## config.mk

```make
export PLATFORM = sky130hd
export DESIGN_NAME = crc_retry_controller
export DESIGN_NICKNAME = d
export VERILOG_FILES = /design/src/rtl/crc_retry_controller.sv
export SDC_FILE = /design/constraint.sdc
export NUM_CORES = 1
export LEC_CHECK = 0
export CORE_UTILIZATION = 33
export DETAILED_ROUTE_END_ITERATION = 10
export DONT_BUFFER_PORTS = 1
export GPL_ROUTABILITY_DRIVEN = 0
export SYNTH_ARGS = -nofsm -noshare
export SYNTH_HDL_FRONTEND = slang
export SYNTH_SLANG_ARGS = --single-unit
```

## constraint.sdc

```tcl
create_clock -name Clk -period 2.4 [get_ports Clk]
set_input_delay 0.48 -clock Clk [delete_from_list [all_inputs] [get_ports Clk]]
set_output_delay 0.48 -clock Clk [all_outputs]
set_load 0.005 [all_outputs]
```

## src/rtl/crc_retry_controller.sv

```systemverilog
`default_nettype none
`timescale 1ns/1ps
// ============================================================================
// crc_retry_controller : buffers words, drives the CRC chain, retries on error
// Revision: 1.0
// ============================================================================
module crc_retry_controller #(
    parameter int N         = 11,
    parameter int M         = 5,
    parameter int LAT       = 2,
    parameter int DEPTH     = 4,
    parameter int MAX_RETRY = 3
) (
    input  logic         Clk,
    input  logic         reset,
    input  logic [N-1:0] s_data,
    input  logic         s_valid,
    output logic         s_ready,
    input  logic         inject_en,
    output logic [N-1:0] crc_data_in,
    output logic         crc_error_enable,
    input  logic [N-1:0] crc_data_out,
    input  logic         crc_error_check,
    output logic [N-1:0] m_data,
    output logic         m_valid,
    output logic         m_drop,
    output logic [7:0]   retry_count,
    output logic [7:0]   drop_count,
    output logic         busy
);

    localparam int c_aw = (DEPTH > 1) ? $clog2(DEPTH) : 1;
    localparam int c_cw = (LAT > 0) ? $clog2(LAT + 1) : 1;
    localparam int c_rw = (MAX_RETRY > 0) ? $clog2(MAX_RETRY + 1) : 1;
    localparam logic [c_aw:0]   c_depth = (c_aw + 1)'(DEPTH);
    localparam logic [c_cw-1:0] c_lat   = c_cw'(LAT);
    localparam logic [c_rw-1:0] c_max   = c_rw'(MAX_RETRY);

    // The polynomial bypasses this block; M is only sanity-checked here.
    generate
        if ((DEPTH < 2) || ((DEPTH & (DEPTH - 1)) != 0) || (M < 1)) begin : g_param_check
            $error("crc_retry_controller: DEPTH must be a power of two >= 2 and M >= 1");
        end
    endgenerate

    typedef enum logic [0:0] {
        S_IDLE  = 1'b0,
        S_DRIVE = 1'b1
    } state_t;

    state_t          r_state;
    logic [N-1:0]    r_mem [DEPTH];
    logic [c_aw-1:0] r_wr_ptr;
    logic [c_aw-1:0] r_rd_ptr;
    logic [c_aw:0]   r_count;
    logic [c_cw-1:0] r_cnt;
    logic [c_rw-1:0] r_attempt;
    logic            w_push;
    logic            w_pop;

    assign s_ready = (r_count != c_depth);
    assign w_push  = s_valid && s_ready;
    assign w_pop   = (r_state == S_IDLE) && (r_count != '0);
    assign busy    = (r_state == S_DRIVE) || (r_count != '0);

    always_ff @(posedge Clk) begin
        if (w_push) begin
            r_mem[r_wr_ptr] <= s_data;
        end
    end

    always_ff @(posedge Clk or posedge reset) begin
        if (reset) begin
            r_wr_ptr <= '0;
            r_count  <= '0;
        end else begin
            if (w_push) begin
                r_wr_ptr <= r_wr_ptr + 1'b1;
            end
            case ({w_push, w_pop})
                2'b10:   r_count <= r_count + 1'b1;
                2'b01:   r_count <= r_count - 1'b1;
                default: r_count <= r_count;
            endcase
        end
    end

    // crc_data_in doubles as the hold register for the word being attempted.
    always_ff @(posedge Clk or posedge reset) begin
        if (reset) begin
            r_state          <= S_IDLE;
            r_rd_ptr         <= '0;
            r_cnt            <= '0;
            r_attempt        <= '0;
            crc_data_in      <= '0;
            crc_error_enable <= 1'b0;
            m_data           <= '0;
            m_valid          <= 1'b0;
            m_drop           <= 1'b0;
            retry_count      <= '0;
            drop_count       <= '0;
        end else begin
            m_valid <= 1'b0;
            m_drop  <= 1'b0;
            case (r_state)
                S_IDLE: begin
                    if (w_pop) begin
                        crc_data_in      <= r_mem[r_rd_ptr];
                        crc_error_enable <= inject_en;
                        r_rd_ptr         <= r_rd_ptr + 1'b1;
                        r_attempt        <= '0;
                        r_cnt            <= '0;
                        r_state          <= S_DRIVE;
                    end
                end
                S_DRIVE: begin
                    if (r_cnt != c_lat) begin
                        r_cnt <= r_cnt + 1'b1;
                    end else if (!crc_error_check) begin
                        m_data  <= crc_data_out;
                        m_valid <= 1'b1;
                        r_state <= S_IDLE;
                    end else if (r_attempt != c_max) begin
                        r_attempt        <= r_attempt + 1'b1;
                        r_cnt            <= '0;
                        crc_error_enable <= 1'b0;
                        if (retry_count != 8'hFF) begin
                            retry_count <= retry_count + 8'd1;
                        end
                    end else begin
                        m_drop           <= 1'b1;
                        crc_error_enable <= 1'b0;
                        r_state          <= S_IDLE;
                        if (drop_count != 8'hFF) begin
                            drop_count <= drop_count + 8'd1;
                        end
                    end
                end
                default: r_state <= S_IDLE;
            endcase
        end
    end

endmodule
`default_nettype wire

```

# Yosys cells after proc, flatten, opt, wreduce, memory -nomap -nowiden
# Memories as Yosys holds them, arrays and structs flattened. A register that Yosys moved wholly into a read port is not among the register bits.
# Cells that the tools add are included.
word_totals:
  wordCells: 78
  reg_bits: 42
  input_bits: 27
  mem_count: 1
  out_inout_bits: 43
  ramBits: 44
op_classes:
  n_reduce_logical: 12
  mux: 28
  n_eq_ne: 13
  add_sub_neg: 8
  bitwise_logic: 4
memory_table:
  columns: ["name", "depth", "word_bits", "read_ports", "rd_clocked_by_memory_dff", "wr", "line_no", "source"]
  rows:
  - ["r_mem", 4, 11, 1, 1, 1, "52", "logic [N-1:0] r_mem [DEPTH];"]
ops:
  columns: ["operator", "count"]
  rows:
  - ["adder 8 x 1 -> 8 bit, second input constant", 2]
  - ["two-way mux 1 bit", 16]
  - ["!= test 8 bit, second input constant", 2]
  - ["two-way mux 2 bit", 7]
  - ["!= test 2 bit, second input constant", 5]
  - ["AND reduction 5 bit", 2]
  - ["AND reduction 3 bit", 3]
  - ["adder 2 x 1 -> 2 bit, second input constant", 4]
  - ["case mux 2 bit (2 select lines)", 2]
  - ["case mux 3 bit (2 select lines)", 1]
  - ["NOT 1 bit", 4]
  - ["case mux 1 bit (2 select lines)", 2]
  - ["AND reduction 4 bit", 1]
  - ["adder 3 x 1 -> 3 bit, second input constant", 1]
  - ["!= test 3 x 1 -> 1 bit, second input constant", 1]
  - ["!= test 3 x 2 -> 1 bit, second input constant", 1]
  - ["!= test 3 bit, second input constant", 1]
  - ["nonzero test 3 bit", 1]
  - ["subtractor 3 x 1 -> 3 bit, second input constant", 1]
  - ["equality test 2 x 1 -> 1 bit, second input constant", 1]
  - ["equality test 2 bit, second input constant", 1]
  - ["logical AND 1 bit", 2]
  - ["!= test 2 x 1 -> 1 bit, second input constant", 1]
  - ["AND reduction 2 bit", 1]
  - ["other kinds (2)", 2]

# Longest topological paths before layout
logic_depth:
  depth_word: 5
  depth_mapped: 9
  ltp_nobuf: 9

# Worst setup path before layout
# OpenSTA, ideal clock, no wires.
synth_path:
  path_kind: "flip-flop to flip-flop"
  start: "register r_state"
  end: "register r_count[2]"
  path_stages_with_launch: 10
  path_buffers: 2
  setup_time_ns: 0.079
  path_slack_ns: 0.374
  arrival_time_ns: 1.946
  required_time_ns: 2.321
  synth_period_minus_slack_ns: 2.026
  cell_sequence: "dfrtp_1 -> buf_4 -> nor2_2 -> buf_4 -> ha_1 -> inv_1 -> fa_1 -> xor2_1 -> nor2_1 -> xor2_1"
synth_via:
  elab_chain_len: 4
  elab_cells_between_ends: 6
  classes_between: "eq/ne: 2; mux: 1; bitwise: 1; reduce/logical: 2"
synth_lines:
  columns: ["element", "line_no", "source"]
  rows:
  - ["start, declared", "51", "state_t r_state;"]
  - ["start signal, assigned", "91", "r_state <= S_IDLE;"]
  - ["start signal, assigned", "113", "r_state <= S_DRIVE;"]
  - ["start signal, assigned", "122", "r_state <= S_IDLE;"]
  - ["NOT 1 bit (no line) (*)", null, null]
  - ["logical AND 1 bit (*)", "63", "assign w_pop = (r_state == S_IDLE) && (r_count != '0);"]
  - ["equality test 2 x 1 -> 1 bit / equality test 2 bit (equally long branches)", "80", "case ({w_push, w_pop})"]
  - ["case mux 3 bit (2 select lines) / nonzero test 2 bit (equally long branches)", null, null]
  - ["end signal, assigned", "81", "2'b10: r_count <= r_count + 1'b1;"]
  - ["end signal, assigned", "82", "2'b01: r_count <= r_count - 1'b1;"]
  - ["end signal, assigned", "83", "default: r_count <= r_count;"]
  - ["end, declared", "55", "logic [c_aw:0] r_count;"]
# Mark *: on every way between the ends. The rest lies on a longest branch, timed or not.
# A chain may end at the register's enable or synchronous reset.

# Final worst setup path
layout_path:
  start: "register r_count[0]"
  end: "register r_count[2]"
layout_via:
  elab_chain_len: 4
  elab_cells_between_ends: 10
  classes_between: "add/sub: 2; eq/ne: 3; mux: 1; reduce/logical: 4"
layout_lines:
  columns: ["element", "line_no", "source"]
  rows:
  - ["!= test 3 bit (*)", "61", "assign s_ready = (r_count != c_depth);"]
  - ["net s_ready", "18", "output logic s_ready,"]
  - ["logical AND 1 bit (*)", "62", "assign w_push = s_valid && s_ready;"]
  - ["equality test 2 x 1 -> 1 bit / equality test 2 bit (equally long branches)", "80", null]
  - ["case mux 3 bit (2 select lines) / nonzero test 2 bit (equally long branches)", null, null]
# Mark *: on every way through the listed nets, which the timed path passes. The rest lies on a longest branch.

==> metrics.md <==
| Metric | Value |
|---|---|
| Wire per inst | `17.1 um` |
| Avg Vias per Cell | `5.08` |
| Pre-antenna DRT Iters | `9` |
| DRC | `12` |
| Grt ovf | `0` |
| CP peak stage delay | `410 ps` |
| First-pass GRT wire length | `11.2 mm` |
| Reg-to-reg slack, setup | `340 ps` |
| Register bit total from synthesis | `97` |
| Crit Path Class | `reg -> reg` |
| Worst-Skew Late Latency | `340 ps` |
| Top-area cell type share of the netlist area | `33.4%` |
| Synthesis Warnings | `0` |
| EDFF count, synth | `44` |
| Final setup margin | `341 ps` |
| Antenna Violating Nets Remaining | `0` |
| Critical path, cell by cell | `inv_1, nand3_1, nand2_1, ha_1, inv_1, fa_1, xor2_1, nor2_1, xor2_1` |
| R2r worst-path depth | `9` |
| Crit path max-delay family | `adder cells` |
| CTS buffer count | `9` |
| Status | `finished, violations left` |
| Failing checks | `DRC` |
| Largest net degree at the start of global routing | `26` |
| Clock skew | `8.33 ps` |
| Slew @ Worst Pin | `705 ps` |
| Place WS | `333 ps` |
| Hold endpoint | `r_mem[1][9]` |
| Ys async rst share | `54.6%` |
| Worst setup EP type | `flop` |
| Final Cycle Share | `85.8%` |
| Filler cell count | `1,063` |
| Main flop type after synthesis | `dfrtp_1` |
| Worst r2r dst | `r_count[2]` |
| Area delta synth->final | `12.1%` |
| Nets@finish | `295` |
| Register area share after synthesis | `66.6%` |
| Gate power share | `22.9%` |
| Post-CTS sizing | `0` |
| Fin cells | `407` |
| Detailed placement HPWL | `4.82 mm` |
| Die Span Y | `112 um` |
| Die Footprint | `0.0125 mm^2` |
| Hold-critical path depth | `0` |
| Routed wire length | `6.95 mm` |
| Internal power | `3.75 mW` |
| Static leakage | `1.77 nW` |
| Initial Util | `34.4%` |
| Site Rows | `39` |
| Clock Sinks | `97` |
| Arrival @ worst endpoint | `2330 ps` |
| Worst r2r src | `r_count[0]` |
| Synthesized area per cell | `16.1 um^2` |
| Max IR drop VDD | `494 uV` |
| Clock power frac | `26.7%` |
| Starting DRT DRC Count | `99` |
| Gr usage total | `12.1%` |
| Clock Pin Slew Worst Setup and Hold Paths | `70 ps` |
| Maxcap violations | `0` |
| Buf/Inv on CP | `2` |
| Mapped Cells | `247` |
| Min Tclk post-route | `2060 ps` |
| Worst EP required | `2670 ps` |
| Pwr/cell area | `1200 mW/mm^2` |
| Root Driver | `clkbuf_16` |
| Synth cell types | `41` |
| Die width | `112 um` |
| Post-placement cell count | `390` |
| Routed via count | `2,066` |
| Setup TNS | `0 ps` |
| Maximum fanout along the worst path | `6` |
| Vias in the first global route | `2,093` |
| Worst Hold Class | `in -> reg` |
| Share of post-route cells with drive strength above 1 | `23.1%` |
| Sw Share | `29.8%` |
| RSZ-0062 raised after global routing | `false` |
| IO Port Bufs | `0` |
| ANT cells | `0` |
| Post-layout total power | `5.34 mW` |
| Max-slew headroom | `52.6%` |
| Largest area contributor in the netlist | `dfrtp_1` |
| Setup bufs post-CTS | `0` |
| Core area | `0.0116 mm^2` |
| Top Ports | `70` |
| Clk buf depth | `2` |
| CTS tree | `done` |
| Psw | `1.59 mW` |
| Max Freq | `0.486 GHz` |
| Slew Viols, Final | `0` |
| CTS H-tree depth | `3` |
| Net Count, Synth | `283` |
| Final Hold Viols | `0` |
| Ranking of synthesized cells by area | `dfrtp_1, edfxtp_1, mux2_2, mux4_2, ha_1` |
| Slowest-stage cell, CP | `dfrtp_1` |
| CP Launch Type | `flop` |
| Initial antenna violation count | `0` |
| Final setup viols | `0` |
| Worst Min Path Start | `s_data[9]` |
| Seq pwr share | `50.5%` |
| Post-Syn Area | `0.00397 mm^2` |
## power groups by stage
stage               Combinational, mW  Sequential [mW]  Clock (mW)
CTS                              1.26             2.72        1.47
global route                     1.37             2.78        1.52
floorplan                        1.07             2.57           0
finish                           1.22             2.69        1.42
global placement                 1.20             2.72           0
detailed placement               1.25             2.75           0
## stage by stage
stage | instance area, um^2 | utilization, % | hold slack (ps)
floorplan | 3970 | - | 470
detailed placement | 4150 | 35.9 | 353
finish | 4460 | 38.5 | 230
global placement | 4150 | 35.9 | 352
CTS | 4460 | 38.5 | 216
global route | 4460 | 38.5 | 211
## area by class of cell
class                           instances  area, um^2  area share [%]
Timing Repair Buffer                    6        47.5            1.07
Clock inverter                          5        61.3            1.38
Clock buffer                           11         233            5.22
Multi-Input combinational cell        134        1250            28.0
Inverter                               11        41.3           0.927
Sequential cell                        97        2650            59.4
Tap cell                              143         179            4.02
## cells by family (layout without fill, tap and decap cells)
family                   Yosys count  count (layout)  synth area share [%]
AO/OA/AOI/OAI                     17              17                  2.71
XOR/XNOR                          12              12                  2.64
adder cells (fa/ha/maj)            9               9                  3.02
buffers and inverters             16              33                  2.01
flip-flops                        97              97                  66.6
multiplexers                      41              41                  15.0
AND/OR/NAND/NOR                   55              55                  8.00
## layout by cell type (no fill, tap or decap), drive strengths merged
master / Yosys / routed
a22o: 2 / 2
and3: 8 / 8
nand2b: 2 / 2
inv: 11 / 13
nand2: 15 / 15
a211oi: 1 / 1
bufinv: 0 / 1
buf: 5 / 5
mux2i: 1 / 1
clkbuf: 0 / 11
and4: 1 / 1
nor3: 5 / 5
a21oi: 4 / 4
a41oi: 1 / 1
nand4: 4 / 4
dlygate4sd3: 0 / 1
dfrtp: 53 / 53
nor4: 1 / 1
clkinv: 0 / 2
xor2: 6 / 6
o21ai: 6 / 6
nor2: 10 / 10
edfxtp: 44 / 44
mux2: 29 / 29
xnor2: 6 / 6
a31oi: 2 / 2
nand3: 7 / 7
nand3b: 1 / 1
o21a: 1 / 1
fa: 1 / 1
mux4: 11 / 11
ha: 8 / 8
and3b: 1 / 1
## sequential cells by signal, summed over array words and instances, names as in the netlist, 3 cells and up
name,flops
r_mem,44
crc_data_in,11
m_data,11
drop_count,8
retry_count,8
r_count,3
## layer usage
layer	up-vias	share of wire, %	global-route usage (%)
met2	76	52	20.4
met1	1037	38	13.2
met4	0	1.4	5.23
li1	944	-	-
met5	-	0	0
met3	9	8.5	5.39
## synthesized netlist by cell type, types with 2 or more instances
| cell | n |
|---|---|
| a22o_1 | 2 |
| dfrtp_1 | 53 |
| nor3_1 | 3 |
| mux4_2 | 9 |
| edfxtp_1 | 44 |
| buf_4 | 3 |
| nor3_2 | 2 |
| a21oi_1 | 4 |
| ha_1 | 8 |
| mux2_1 | 7 |
| o21ai_0 | 5 |
| mux4_1 | 2 |
| xor2_1 | 6 |
| inv_1 | 10 |
| mux2_2 | 21 |
| xnor2_1 | 6 |
| nor2_1 | 8 |
| nand4_1 | 3 |
| nand2_1 | 15 |
| nand2b_1 | 2 |
| and3_1 | 8 |
| nand3_1 | 6 |
| a31oi_1 | 2 |
## worst max path at each step
stage | from | end | slack, ps | cells after the start
2_1_floorplan | r_state | r_count[2] | 370 | 9
3_3_place_gp | r_count[0] | r_count[2] | 400 | 9
3_5_place_dp | r_count[0] | r_count[2] | 330 | 9
4_1_cts | r_count[1] | r_count[2] | 320 | 9
5_1_grt | r_count[0] | r_count[2] | 120 | 9
6_report | r_count[0] | r_count[2] | 340 | 9
## worst register-to-register path, cell delays in order (launching register included)
cell     delay (ps)
dfrtp_1         410
inv_1           120
nand3_1         220
nand2_1         210
ha_1            200
inv_1            60
fa_1            370
xor2_1          150
nor2_1          110
xor2_1          140
## repair_timing
action | in CTS | in global routing
endpoints found under the hold margin | 12 | 0
hold buffers | 1 | 0
setup endpoints to repair | 0 | 0
No activity file was read; power rests on OpenSTA's default activity.
==> RTL change 1, RTL diff (same settings) <==
The parameter `MAX_RETRY` goes from 3 to 6.
--- a/src/rtl/crc_retry_controller.sv
+++ b/src/rtl/crc_retry_controller.sv
@@ -11,3 +11,3 @@
     parameter int DEPTH     = 4,
-    parameter int MAX_RETRY = 3
+    parameter int MAX_RETRY = 6
 ) (
Behaviour: same outputs for any inputs over 10 cycles, from zero or initial values and one cycle with reset high; that may be too few to reach the edited logic, so the function may still have changed.
==> RTL change 1 against the original RTL <==
Final area rose by 2.0%; clock power fell by 3%; non-clock buffer count fell by 2; sequential cell count rose by 1; die area rose by 2.4%; worst hold slack got worse by 0.19 ns; first-iteration DRC count rose by 17%; power fell by 1.4%; synthesized area rose by 2.5%; setup slack got worse by 0.043 ns; wire length rose by 1.6%; combinational power barely moved; sequential share of layout area fell by 0.61 points; largest power group unchanged.
==> RTL change 1: results (changes against the original RTL) <==
status: "finished, final reports clean"
clkbuf_count: 9  # -2
p_comb_uw: 1220  # about the same
cts_resized: 0  # unchanged
drt-initial-drc-count: 116  # +17%
wl_um: 7060  # +1.6%
min_path_type: "input pin to asynchronous set/reset pin"
synth_ff_type: "dfrtp_1"
swShare_pct: 30.6  # +0.79 points
vias: 2103  # +1.8%
final-clk-cell-share_pct: 6.22  # -0.38 points
area_growth_pct: 11.6
dpl.cell_count: 404  # +3.6%
synth-compound-area-share_pct: 2.61  # -0.096 points
cpLargestDelayFamily: "adder cells"
nMultiInputCombCells: 142  # +6.0%
muxShareOfSynthArea_pct: 15.6  # +0.62 points
async_reset_ff_share_pct: 55.1  # +0.46 points
postCtsSetupRepairBufs: 0  # unchanged
seq_share_pct: 58.8  # -0.61 points
grtUsageTotal_pct: 12.1  # about the same
drive_gt1_share_pct: 23.8  # +0.70 points
multi_input_area_share_pct: 28.9  # +0.94 points
clock_skew_ns: 0.00657  # -0.00177 ns
p_seq_share_pct: 50.6  # about the same
fill_cells: 1126  # +5.9%
synth.distinct_cells: 43  # +4.9%
ir_drop_uv: 727  # +47%
n_antenna_cell: 0  # unchanged
p_leak_uw: 0.00178  # +0.52%
core_region_area_um2: 12000  # +3.9%
syn_nets: 294  # +3.9%
slew_headroom_pct: 56.3  # +3.7 points
final_cells: 420  # +3.2%
synth_xor_area_share_pct: 2.37  # -0.28 points
dp_hpwl_um: 4740  # -1.6%
ys_warn_count: 0  # unchanged
synthTopCellsByCount: "54 x dfrtp_1, 44 x edfxtp_1, 28 x mux2_2"
synth_cells: 257  # +4.0%
slowest_stage: "dfrtp_1"
synthTopCellsByArea: "dfrtp_1 33%, edfxtp_1 32%, mux2_2 7.7%"
synth_edf_count: 44  # unchanged
critPathMaxFanout: 6  # unchanged
pre_cts_ws_ns: 0.307  # -0.0262 ns
dr.pass1.iters: 4  # -5
grt_start_max_net_pins: 34  # +31%
clock_sinks: 98  # +1.0%
ys_seq_area_share_pct: 65.6  # -1.0 points
synthAdderAreaFrac_pct: 3.26  # +0.23 points
nNetsFinal: 305  # +3.4%
max_stage_delay_ns: 0.39  # -0.02 ns
grt_pass1_vias: 2161  # +3.2%
antenna_found_initial: 0  # unchanged
buffer_area_share_pct: 0.936  # -0.13 points
clk_latency_ns: 0.35
cp.arrival_ns: 2.38  # +0.05 ns
placed_cell_area_um2: 4260  # +2.7%
inv_count: 13  # +2
grt_pass1_wl_um: 11400  # +2.0%
n_all_buffers: 4  # -2
RTL change 1: worst paths after layout:
check	start	slack (ns)	to	cells past startpoint
worst max-delay path	r_count[1]$_DFFE_PP0P_	0.30	r_count[2]$_DFFE_PP0P_	9
worst min-delay path	reset	0.04	m_data[6]$_DFFE_PP0P_	1
worst max register to register	r_count[1]$_DFFE_PP0P_	0.30	r_count[2]$_DFFE_PP0P_	9
worst min register to register	r_attempt[0]$_DFFE_PP0P_	0.50	r_attempt[0]$_DFFE_PP0P_	1
max in group asynchronous	reset	1.81	retry_count[3]$_DFFE_PP0P_	2
min in group Clk	s_data[0]	0.22	r_mem[2][0]$_DFFE_PP_	0
RTL change 1: metal layers:
| metal | part of all wire [%] | track usage, % | vias to the layer above |
|---|---|---|---|
| met2 | 49 | 19.3 | 50 |
| met5 | 0 | 0 | - |
| met3 | 6.7 | 5.84 | 11 |
| met4 | 1.7 | 5.53 | 0 |
| met1 | 43 | 13.7 | 1072 |
| li1 | - | - | 970 |
==> RTL change 2, RTL diff (config.mk and constraints unchanged) <==
Without the edit above. Register the output `drop_count` once more, without a reset; this adds one clock of latency there. The other outputs are not delayed to match.
--- a/src/rtl/crc_retry_controller.sv
+++ b/src/rtl/crc_retry_controller.sv
@@ -37,2 +37,4 @@
     localparam logic [c_rw-1:0] c_max   = c_rw'(MAX_RETRY);
+
+    logic [7:0] drop_count_s0;
 
@@ -100,3 +102,3 @@
             retry_count      <= '0;
-            drop_count       <= '0;
+            drop_count_s0    <= '0;
         end else begin
@@ -133,4 +135,4 @@
                         r_state          <= S_IDLE;
-                        if (drop_count != 8'hFF) begin
-                            drop_count <= drop_count + 8'd1;
+                        if (drop_count_s0 != 8'hFF) begin
+                            drop_count_s0 <= drop_count_s0 + 8'd1;
                         end
@@ -143,2 +145,6 @@
 
+    always_ff @(posedge Clk) begin
+        drop_count <= drop_count_s0;
+    end
+
 endmodule
Behaviour: no difference found for any inputs over 10 cycles, from zero or initial values and one cycle with reset high; that may be too few to reach the edited logic, so the function may still have changed.
==> RTL change 2 against the original RTL <==
Final area grew 3.6%; global-route usage shrank 0.18 points; power grew 0.41%; sequential cell count grew 8; setup slack gained 0.018 ns; synthesized area grew 3.4%; critical path depth grew 1; largest cell class unchanged; wire length grew 0.83%; sequential share of layout area grew 1.4 points; synthesized cell count grew 2.4%; largest power group unchanged; count of clock-buffer cells in the layout shrank 2; critical path type unchanged.
==> RTL change 2: results (changes against the original RTL) <==
status: "finished, final reports clean"
ys_seq_area_share_pct: 68.3  # +1.7 points
clock_skew_ns: 0.00842  # +0.0000912 ns
slowest_stage: "dfrtp_1"
antenna_found_initial: 0  # unchanged
dr.pass1.iters: 4  # -5
cpLargestDelayFamily: "adder cells"
drt-initial-drc-count: 91  # -8.1%
ir_drop_uv: 500  # +1.1%
synthTopCellsByCount: "53 x dfrtp_1, 44 x edfxtp_1, 20 x mux2_2"
cts_root_buf: "clkbuf_16"
r2r_slack_ns: 0.36  # +0.02 ns
reg_top3: "r_mem (44), crc_data_in (11), m_data (11)"
critPathMaxFanout: 4  # -2
synth.distinct_cells: 40  # -2.4%
numPortBuffers: 0  # unchanged
syn_nets: 289  # +2.1%
r2r_end: "r_count[2]$_DFFE_PP0P_"
grt_start_max_net_pins: 31  # +19%
n_antenna_cell: 0  # unchanged
slew_headroom_pct: 54.9  # +2.3 points
max_stage_delay_ns: 0.43  # +0.02 ns
dpl.cell_count: 421  # +7.9%
postCtsSetupRepairBufs: 0  # unchanged
synthAdderAreaFrac_pct: 2.92  # -0.099 points
cp.arrival_ns: 2.30  # -0.03 ns
ys_warn_count: 0  # unchanged
nNetsFinal: 300  # +1.7%
synth_xor_area_share_pct: 2.98  # +0.34 points
cts_resized: 0  # unchanged
grtUsageTotal_pct: 11.9  # -0.18 points
synth_edf_count: 44  # unchanged
h-tree-depth: 3  # unchanged
whs_ns: 0.0861  # -0.144 ns
numCtsBuffers: 9  # unchanged
synth_ff_type: "dfrtp_1"
drive_gt1_share_pct: 22.3  # -0.80 points
muxShareOfSynthArea_pct: 14.0  # -1.0 points
r2r_cells: 10  # +1
clk_transition_reported_paths_ns: 0.07  # about the same
crit_start: "r_count[0]$_DFFE_PP0P_"
vias: 2051  # -0.73%
grt_pass1_wl_um: 11300  # +1.7%
p_switching_uw: 1590  # -0.16%
grt_pass1_vias: 2163  # +3.3%
placed_cell_area_um2: 4340  # +4.4%
pre_cts_ws_ns: 0.350  # +0.0166 ns
synthTopCellsByArea: "dfrtp_1 32%, edfxtp_1 32%, mux4_2 6.0%"
p_leak_uw: 0.00179  # +1.1%
clockBufferDepth: 2  # unchanged
final_cells: 437  # +7.4%
dp_hpwl_um: 4750  # -1.4%
drv_slew: 0  # unchanged
synth_cells: 253  # +2.4%
wl_um: 7010  # +0.83%
synth-compound-area-share_pct: 2.38  # -0.33 points
clk_latency_ns: 0.34  # about the same
async_reset_ff_share_pct: 50.5  # -4.2 points
min_path_type: "input pin to asynchronous set/reset pin"
==> RTL change 2: how the worst max path moves through the flow <==
stage | cells past startpoint | slack (ns) | endpoint
CTS | 10 | 0.33 | r_count[2]$_DFFE_PP0P_
detailed placement | 10 | 0.35 | r_count[2]$_DFFE_PP0P_
global placement | 10 | 0.48 | r_count[2]$_DFFE_PP0P_
floorplan | 9 | 0.33 | r_count[2]$_DFFE_PP0P_
finish | 10 | 0.36 | r_count[2]$_DFFE_PP0P_
global route | 10 | 0.19 | r_count[2]$_DFFE_PP0P_
==> RTL change 2: cell type report <==
type / count / area [µm²]
Fill cell: 1159 / 7450
Sequential cell: 105 / 2810
Multi-Input combinational cell: 133 / 1230
Clock buffer: 9 / 225
Tap cell: 168 / 210
Clock inverter: 7 / 55.1
Timing Repair Buffer: 5 / 50.0
Inverter: 10 / 37.5
==> RTL change 2: routing by layer <==
| layer | part of all wire [%] | routed length (µm) | GRT usage (%) |
|---|---|---|---|
| met5 | 0 | 0 | 0 |
| met4 | 1.5 | 103 | 4.21 |
| met3 | 7.8 | 549 | 4.89 |
| met2 | 49 | 3440 | 20.1 |
| met1 | 42 | 2920 | 13.7 |
==> RTL change 2: logic make-up (layout without fill, tap and decap cells) <==
kind of cell	after synthesis	in the layout
AO/OA/AOI/OAI	14	14
XOR/XNOR	14	14
adder cells (fa/ha/maj)	9	9
buffers and inverters	15	31
flip-flops	105	105
multiplexers	40	40
AND/OR/NAND/NOR	56	56
==> RTL change 2: power by group through the flow <==
stage	registers [µW]	logic, µW	clock network (µW)
after global routing	2860	1370	1490
final	2790	1230	1350
after floorplan	2700	1030	0
after CTS	2800	1270	1400
after global placement	2820	1220	0
after detailed placement	2840	1260	0
